$ cat src/rtl/fabric_cfg_pkg.sv
`default_nettype none
// ============================================================================
// Module   : fabric_cfg_pkg
// Brief    : Shared types, default geometry and width helpers for the loader.
// Revision : 1.0 - initial release
// ============================================================================
package fabric_cfg_pkg;

    typedef enum logic [2:0] {
        IDLE   = 3'd0,
        LOAD   = 3'd1,
        STROBE = 3'd2,
        GAP    = 3'd3,
        DONE   = 3'd4
    } loader_state_e;

    // Geometry of the default fabric build.
    localparam int FRAME_WIDTH  = 32 * 10;
    localparam int STROBE_WIDTH = 20 * 6;
    localparam int TOTAL_FRAMES = STROBE_WIDTH;

    // Bits needed to index 0..n-1 (at least one bit).
    function automatic int idx_width(input int n);
        return (n <= 1) ? 1 : $clog2(n);
    endfunction

    // Bits needed to hold a count 0..n.
    function automatic int cnt_width(input int n);
        return (n < 1) ? 1 : $clog2(n + 1);
    endfunction

endpackage
`default_nettype wire

$ cat src/rtl/fabric_cfg_strobe_timer.sv
`default_nettype none
// ============================================================================
// Module   : fabric_cfg_strobe_timer
// Brief    : Loadable down-counter timing the strobe-high and gap phases.
// Revision : 1.0 - initial release
// ============================================================================
module fabric_cfg_strobe_timer #(
    parameter int WIDTH = 1
) (
    input  logic             clk,
    input  logic             rst,
    input  logic             i_load,
    input  logic [WIDTH-1:0] i_value,
    output logic             o_done
);

    logic [WIDTH-1:0] r_count;

    always_ff @(posedge clk) begin
        if (rst) begin
            r_count <= '0;
        end else if (i_load) begin
            r_count <= i_value;
        end else if (r_count != '0) begin
            r_count <= r_count - WIDTH'(1);
        end
    end

    // Loaded with duration-1, so a phase ends in the cycle the count reads zero.
    assign o_done = (r_count == '0);

endmodule
`default_nettype wire

$ cat src/rtl/fabric_cfg_loader.sv
`default_nettype none
// ============================================================================
// Module   : fabric_cfg_loader
// Brief    : Streams config words into frames and strobes them into the fabric.
// Revision : 1.0 - initial release
// ============================================================================
module fabric_cfg_loader
    import fabric_cfg_pkg::*;
#(
    parameter int FRAME_BITS_PER_ROW = 32,
    parameter int MAX_FRAMES_PER_COL = 20,
    parameter int NUM_COLUMNS        = 6,
    parameter int NUM_ROWS           = 10,
    parameter int STROBE_CYCLES      = 1,
    parameter int GAP_CYCLES         = 1
) (
    input  logic                                           clk_i,
    input  logic                                           rst_i,
    input  logic                                           start_i,
    input  logic                                           abort_i,
    input  logic [FRAME_BITS_PER_ROW-1:0]                  word_i,
    input  logic                                           word_valid_i,
    output logic                                           word_ready_o,
    output logic [FRAME_BITS_PER_ROW*NUM_ROWS-1:0]         FrameData_o,
    output logic [MAX_FRAMES_PER_COL*NUM_COLUMNS-1:0]      FrameStrobe_o,
    output logic                                           busy_o,
    output logic                                           configured_o,
    output logic [$clog2(MAX_FRAMES_PER_COL*NUM_COLUMNS+1)-1:0] frames_done_o
);

    localparam int c_FRAME_W  = FRAME_BITS_PER_ROW * NUM_ROWS;
    localparam int c_STROBE_W = MAX_FRAMES_PER_COL * NUM_COLUMNS;
    localparam int c_ROW_W    = idx_width(NUM_ROWS);
    localparam int c_DONE_W   = cnt_width(c_STROBE_W);
    localparam int c_TMR_W    = idx_width((STROBE_CYCLES > GAP_CYCLES) ? STROBE_CYCLES : GAP_CYCLES);

    localparam logic [c_ROW_W-1:0]    c_LAST_ROW   = c_ROW_W'(NUM_ROWS - 1);
    localparam logic [c_DONE_W-1:0]   c_TOTAL      = c_DONE_W'(c_STROBE_W);
    localparam logic [c_STROBE_W-1:0] c_STROBE_ONE = c_STROBE_W'(1);
    localparam logic [c_TMR_W-1:0]    c_STROBE_LEN = c_TMR_W'(STROBE_CYCLES - 1);
    localparam logic [c_TMR_W-1:0]    c_GAP_LEN    = c_TMR_W'(GAP_CYCLES - 1);

    loader_state_e           r_state;
    loader_state_e           w_next;
    logic                    r_ready;
    logic                    r_busy;
    logic                    r_configured;
    logic [c_STROBE_W-1:0]   r_strobe;
    logic [c_FRAME_W-1:0]    r_frame_data;
    logic [c_ROW_W-1:0]      r_row;
    logic [c_DONE_W-1:0]     r_frames_done;
    logic                    w_hs;
    logic                    w_start;
    logic                    w_write;
    logic                    w_tmr_load;
    logic [c_TMR_W-1:0]      w_tmr_val;
    logic                    w_tmr_done;

    assign w_hs    = r_ready & word_valid_i;
    assign w_start = ((r_state == IDLE) || (r_state == DONE)) & start_i;
    assign w_write = w_hs & ~abort_i;

    fabric_cfg_strobe_timer #(
        .WIDTH (c_TMR_W)
    ) u_timer (
        .clk     (clk_i),
        .rst     (rst_i),
        .i_load  (w_tmr_load),
        .i_value (w_tmr_val),
        .o_done  (w_tmr_done)
    );

    always_comb begin
        w_next     = r_state;
        w_tmr_load = 1'b0;
        w_tmr_val  = '0;
        case (r_state)
            IDLE, DONE: begin
                if (start_i) w_next = LOAD;
            end
            LOAD: begin
                if (abort_i) begin
                    w_next = IDLE;
                end else if (w_hs && (r_row == c_LAST_ROW)) begin
                    w_next     = STROBE;
                    w_tmr_load = 1'b1;
                    w_tmr_val  = c_STROBE_LEN;
                end
            end
            STROBE: begin
                if (abort_i) begin
                    w_next = IDLE;
                end else if (w_tmr_done) begin
                    w_next     = GAP;
                    w_tmr_load = 1'b1;
                    w_tmr_val  = c_GAP_LEN;
                end
            end
            GAP: begin
                if (abort_i) w_next = IDLE;
                else if (w_tmr_done) w_next = (r_frames_done == c_TOTAL) ? DONE : LOAD;
            end
            default: w_next = IDLE;
        endcase
    end

    always_ff @(posedge clk_i) begin
        if (rst_i) begin
            r_state       <= IDLE;
            r_ready       <= 1'b0;
            r_busy        <= 1'b0;
            r_configured  <= 1'b0;
            r_strobe      <= '0;
            r_frame_data  <= '0;
            r_row         <= '0;
            r_frames_done <= '0;
        end else begin
            r_state      <= w_next;
            r_ready      <= (w_next == LOAD);
            r_busy       <= (w_next == LOAD) || (w_next == STROBE) || (w_next == GAP);
            r_configured <= (w_next == DONE);
            // Frames go out column-major, so col*MAX_FRAMES_PER_COL+frame equals frames already done.
            r_strobe     <= (w_next == STROBE) ? (c_STROBE_ONE << r_frames_done) : '0;

            if (w_start) begin
                r_row         <= '0;
                r_frames_done <= '0;
            end
            if (w_write) begin
                for (int i = 0; i < NUM_ROWS; i++) begin
                    if (r_row == c_ROW_W'(i)) r_frame_data[i*FRAME_BITS_PER_ROW +: FRAME_BITS_PER_ROW] <= word_i;
                end
                r_row <= (r_row == c_LAST_ROW) ? '0 : r_row + c_ROW_W'(1);
            end
            if ((r_state == STROBE) && (w_next == GAP)) r_frames_done <= r_frames_done + c_DONE_W'(1);
            // An abort drops any partial frame so the next pass starts at row 0.
            if (w_next == IDLE) r_row <= '0;
        end
    end

    assign word_ready_o  = r_ready;
    assign FrameData_o   = r_frame_data;
    assign FrameStrobe_o = r_strobe;
    assign busy_o        = r_busy;
    assign configured_o  = r_configured;
    assign frames_done_o = r_frames_done;

endmodule
`default_nettype wire

$ cat config.mk
export PLATFORM = sky130hd
export DESIGN_NAME = fabric_cfg_loader
export DESIGN_NICKNAME = d
export VERILOG_FILES = /design/src/rtl/fabric_cfg_pkg.sv /design/src/rtl/fabric_cfg_strobe_timer.sv /design/src/rtl/fabric_cfg_loader.sv
export SDC_FILE = /design/constraint.sdc
export NUM_CORES = 1
export LEC_CHECK = 0
export CORE_MARGIN = 4
export CORE_UTILIZATION = 48
export CTS_BUF_LIST = sky130_fd_sc_hd__clkbuf_4
export CTS_CLUSTER_SIZE = 20
export DETAILED_ROUTE_END_ITERATION = 6
export PLACE_DENSITY = 0.85
export SLEW_MARGIN = 20
export SYNTH_ARGS = -nofsm -noshare
export SYNTH_HDL_FRONTEND = slang
export SYNTH_SLANG_ARGS = --single-unit
$ cat constraint.sdc
create_clock -name clk_i -period 2.37 [get_ports clk_i]
set_clock_uncertainty 0.15 [all_clocks]
set_input_delay 0.474 -clock clk_i [delete_from_list [all_inputs] [get_ports clk_i]]
set_output_delay 0.474 -clock clk_i [all_outputs]
set_load 0.01 [all_outputs]
=== After elaboration in Yosys (flattened, before gate mapping) ===
Cells that the tools add are included.

* Register bits after elaboration: 458
* Input bits: 37
* Logic and storage cells: 89

* Shift-type cells: 1
* $add $sub $neg: 3
* Reduce and logical (&&, ||, !) cells: 24
* Mux-type cells: 19
* Bitwise logic cells: 6
* Eq/ne operators: 18

{| class="wikitable"
|+ Operators with widths
! operator !! count
|-
| 1-bit by 7-bit left shift with 120-bit output, first input constant || 1
|-
| 3-bit two-way mux || 8
|-
| 2-bit AND reduction || 10
|-
| 4-bit by 3-bit == test with 1-bit output, second input constant || 4
|-
| 7-bit two-way mux || 2
|-
| 3-bit by 2-bit == test with 1-bit output, second input constant || 4
|-
| 4-bit two-way mux || 3
|-
| 3-bit case mux with 4 select lines || 1
|-
| 4-bit by 2-bit == test with 1-bit output, second input constant || 2
|-
| 4-bit == test, second input constant || 2
|-
| 7-bit by 1-bit adder with 7-bit output, second input constant || 1
|-
| 7-bit == test, second input constant || 1
|-
| 3-bit by 1-bit == test with 1-bit output, second input constant || 2
|-
| 3-bit == test, second input constant || 2
|-
| 3-bit logical NOT || 2
|-
| 2-bit OR reduction || 3
|-
| 4-bit by 1-bit adder with 4-bit output, second input constant || 1
|-
| 4-bit by 1-bit == test with 1-bit output, second input constant || 1
|-
| 4-bit logical NOT || 1
|-
| 1-bit two-way mux || 4
|-
| 2-bit nonzero test || 2
|-
| 1-bit AND || 3
|-
| 1-bit logical OR || 3
|-
| 1-bit NOT || 3
|-
| 4 further kinds || 5
|}

=== Depth between registers and ports, before layout ===
* Depth in word-level cells: 8
* Mapped depth: 8
* Depth with buffers taken out: 6

=== By module ===
A second synthesis with hierarchy kept.

* Cells, all modules: 1,886
* Area total of the unflattened synthesis: 15,462.3 µm²

{| class="wikitable"
|+ Modules (own cells, without submodules)
! module !! seq. area each (µm²) !! cells an instance !! instances !! area an instance (µm²)
|-
| fabric_cfg_loader || 9,148.8 || 1,883 || 1 || 15,429.8
|-
| fabric_cfg_strobe_timer || 20.0 || 3 || 1 || 32.5
|}

=== Least setup slack after synthesis ===
No wires, ideal clock.

* Path type: register -> register
* Start: register r_frames_done[0], in the netlist frames_done_o[0]
* End: register r_strobe[3], in the netlist FrameStrobe_o[3]
* Arrival time: 1.905 ns
* Cell stages (with the launch flop): 9
* Path slack: 0.227 ns
* Period minus slack after synthesis: 2.143 ns
* Path buffers: 2
* Library setup time: 0.088 ns
* Cells stage by stage: dfxtp_1 inv_1 ha_1 nand4b_4 o311ai_2 nand3_1 buf_2 buf_6 nor4_2

* Longest elaborated chain between the ends: 8
* Elaborated cells on any way between the ends: 9
* Classes of those cells: eq/ne: 2; shift: 1; mux: 4; bitwise: 1; reduce/logical: 1

{| class="wikitable"
|+ Ends and longest elaborated chain
! element !! line !! RTL
|-
| start, declared || fabric_cfg_loader.sv:51 || <nowiki>logic [c_DONE_W-1:0] r_frames_done;</nowiki>
|-
| start signal, assigned || fabric_cfg_loader.sv:135 || <nowiki>if ((r_state == STROBE) && (w_next == GAP)) r_frames_done <= r_frames_done + c_DONE_W'(1);</nowiki>
|-
| 7-bit == test || fabric_cfg_loader.sv:101 || <nowiki>else if (w_tmr_done) w_next = (r_frames_done == c_TOTAL) ? DONE : LOAD;</nowiki>
|-
| 3-bit two-way mux (2 in a row) || fabric_cfg_loader.sv:101 ||
|-
| 3-bit two-way mux || fabric_cfg_loader.sv:100 || <nowiki>if (abort_i) w_next = IDLE;</nowiki>
|-
| 3-bit case mux with 4 select lines || fabric_cfg_loader.sv:77 || <nowiki>case (r_state)</nowiki>
|-
| 3-bit by 2-bit == test with 1-bit output || fabric_cfg_loader.sv:123 || <nowiki>r_strobe <= (w_next == STROBE) ? (c_STROBE_ONE << r_frames_done) : '0;</nowiki>
|-
| 1-bit NOT (no line) || n/a ||
|-
| 2-bit OR reduction (no line) || n/a ||
|-
| end signal, assigned || fabric_cfg_loader.sv:123 ||
|-
| end, declared || fabric_cfg_loader.sv:48 || <nowiki>logic [c_STROBE_W-1:0] r_strobe;</nowiki>
|}

Several ways; a longest one is shown, not always the timed one.
A chain may end at the register's enable or synchronous reset.

=== Final worst setup path ===
* Start: register r_frames_done[1], in the netlist frames_done_o[1]
* End: register r_strobe[103], in the netlist FrameStrobe_o[103]

Same word-level chain as after synthesis.

==> metrics.cfg <==
[yosys]
synth_edf_count = 0
yosysSeqAreaShare_pct = 57.0
synth_area_leaders = dfxtp_1 57%, nand2_1 17%, a21oi_1 10%
yosysWarnings = 0
syn_area_per_cell_sq_um = 8.12
synth_fp_nets = 2025
yosysUniqueCellTypes = 51
synth_cells = 1982
syn_area_sq_um = 16100
async_flop_share_pct = 0
synth_ff_type = dfxtp_1
synth-seq-cells = 458
synth_top_area_share_pct = 57.0
yosysTopAreaCell = dfxtp_1

[worst_setup_path]
end_kind = flop
r2r_cells = 7
startpoint_type = flop
cp_top_family = simple AND/OR/NAND/NOR gates
worstReg2RegStart = frames_done_o[1]
worstPathCellList = inv_1, ha_2, nand4b_4, o311ai_4, nand3_4, buf_4, nor4_2
cp_max_fo = 7
crit_buf_inv = 2
required_ps = 2890
critPathSlowestCell = nor4_2
cp-startpoint = frames_done_o[1]
crit_cells = 7
crit_type = reg2reg
r2r_setup_slack_ps = 20
critical-path-max-stage-delay_ps = 460
arrival_ps = 2880

[routing]
post_drt_wl_per_cell_um = 21.0
drc = 0
antenna_left = 0
drt_wl_total_mm = 62.6
vias_per_cell = 5.51
vias = 16500
drtIter0Drc = 1505
first_pass_iters = 6

[floorplanning]
die_area_sq_um = 36500
die_h_um = 191
die_w_um = 191
num_io_pins = 487
initial_utilization_pct = 49.1
core.rowCount = 66
core_sq_um = 32800

[grt]
grt_usage_pct = 32.4
grt_pass1_vias = 16200
antenna_found_initial = 1
grt_pass1_wl_mm = 92.4
grt_max_degree = 108
grt_overflow = 0

[timing]
timing.slew.headroom_pct = 47.2
period_needed_ps = 2350
hold_viol = 0
worst_slack_ps = 17.1
max_freq_mhz = 425
maxSlewViolCount = 0
min_period_over_period_pct = 99.3
setup_viol = 0
hold_slack_ps = 297
tightestPinTransition_ps = 792

[layout]
drive_gt1_share_pct = 11.6
nets = 2517
syn_to_final_growth_pct = 42.8
filler_cell_count = 2447
utilization_pct = 70.1
stdcell_count = 2986
final_common_cell = nand2_1
multi_input_comb_area_sq_um = 6190
seqCellArea_sq_um = 9180
final_cell_mix = 743 x nand2_1, 452 x dfxtp_1, 329 x a21oi_1

[clock_tree]
cts_tree = built
clock_latency_ps = 800
clock_path_buffers = 3
cts_root_buf = clkbuf_4
clk_pin_slew_ps = 90
htree_levels = 3
cts_buffers = 110
clock_sinks = 458

[power]
cellLeakagePower_nw = 11.1
ir_worst_vdd_mv = 0.512
power_per_cell_area_nw_per_um2 = 647

[placed_design]
hpwl_mm = 41.2
gp_congestion = 0.910
place_ws_ps = -329
io_buffers = 486
dp.cells = 2799

[outcome]
status = completed

[worst_hold_path]
holdPathStages = 2
hp-start = FrameData_o[174]
hp-class = reg2reg

[flow_run]
cap_viol_max_count = 0

tightest hold or removal path, cell delays in order, from the launching register on:
cell	delay, ps
dfxtp_1	310
nand2_1	50
a21oi_1	50
final cells by class:
type | instances | share of cell area (%)
Clock buffer | 151 | 4.93
Timing Repair Buffer | 569 | 24.6
Multi-Input combinational cell | 1329 | 26.9
Inverter | 6 | 0.0980
Sequential cell | 458 | 39.9
Antenna cell | 1 | 0.0109
Tap cell | 442 | 2.41
Clock inverter | 30 | 1.10
flip-flops by register name, indices dropped and copies added, names as in the netlist:
signal,cells
configured_o,1
frames_done_o,7
busy_o,1
FrameStrobe_o,120
u_timer.r_count,1
r_state,3
FrameData_o,320
word_ready_o,1
r_row,4
synthesized netlist by cell type (3+ instances only):
library cell,number
and3_1,5
clkbuf_1,138
nor4_1,21
buf_4,10
or3b_2,3
buf_1,3
ha_1,6
nand2b_1,11
a41oi_1,3
dfxtp_1,458
nand3b_1,4
nor4_2,15
nand2_1,743
nor3_1,89
nand3_1,11
or2_2,4
nor2b_1,3
a211oi_1,3
inv_1,6
buf_6,4
o21ai_0,3
a21oi_1,329
buf_2,34
nor2_1,40
metrics by stage:
stage	power (W)	cell area, sq um	setup TNS (ps)
5_1_grt	0.0154	23000	-164
3_3_place_gp	0.00840	21600	-26730
2_1_floorplan	0.00816	16100	0
6_report	0.0149	23000	0
4_1_cts	0.0149	22700	0
3_5_place_dp	0.00841	21600	-52290
timing repair:
action	in CTS	in global routing
endpoints found under the hold margin	40	0
gates cloned	0	0
resized for setup	315	112
setup endpoints to repair	313	195
pin swaps	1	2
buffers inserted	3	1
hold buffers	1	0
cell families after synthesis:
kind of cell,after synthesis,synth area share [%]
buffers and inverters,195,5.23
other,1,0.0233
AO/OA/AOI/OAI,349,11.3
multiplexers,2,0.132
AND/OR/NAND/NOR,970,25.8
XOR/XNOR,1,0.0544
flip-flops,458,57.0
adder cells (fa/ha/maj),6,0.466
final timing paths:
check,to
min,FrameData_o[174]
max reg2reg,FrameStrobe_o[103]
min reg2reg,FrameData_o[174]
max,FrameStrobe_o[103]
routing by layer:
metal / track usage, % / vias to the layer above / part of all wire [%]
li1: - / 7454 / -
met2: 53.5 / 1138 / 47
met1: 35.4 / 7615 / 34
met4: 19.5 / 0 / 6.6
met3: 12.6 / 257 / 13
met5: 0 / - / 0
power by group:
part	leakage [nW]	switching (W)	total, W	internal [W]
logic	6.61	0.000368	0.000527	0.000159
clock network	0.815	0.00318	0.00663	0.00346
registers	3.69	0.0000138	0.00772	0.00771
total	11.1	0.00356	0.0149	0.0113
Note: power is estimated with default switching activity, not from simulation.
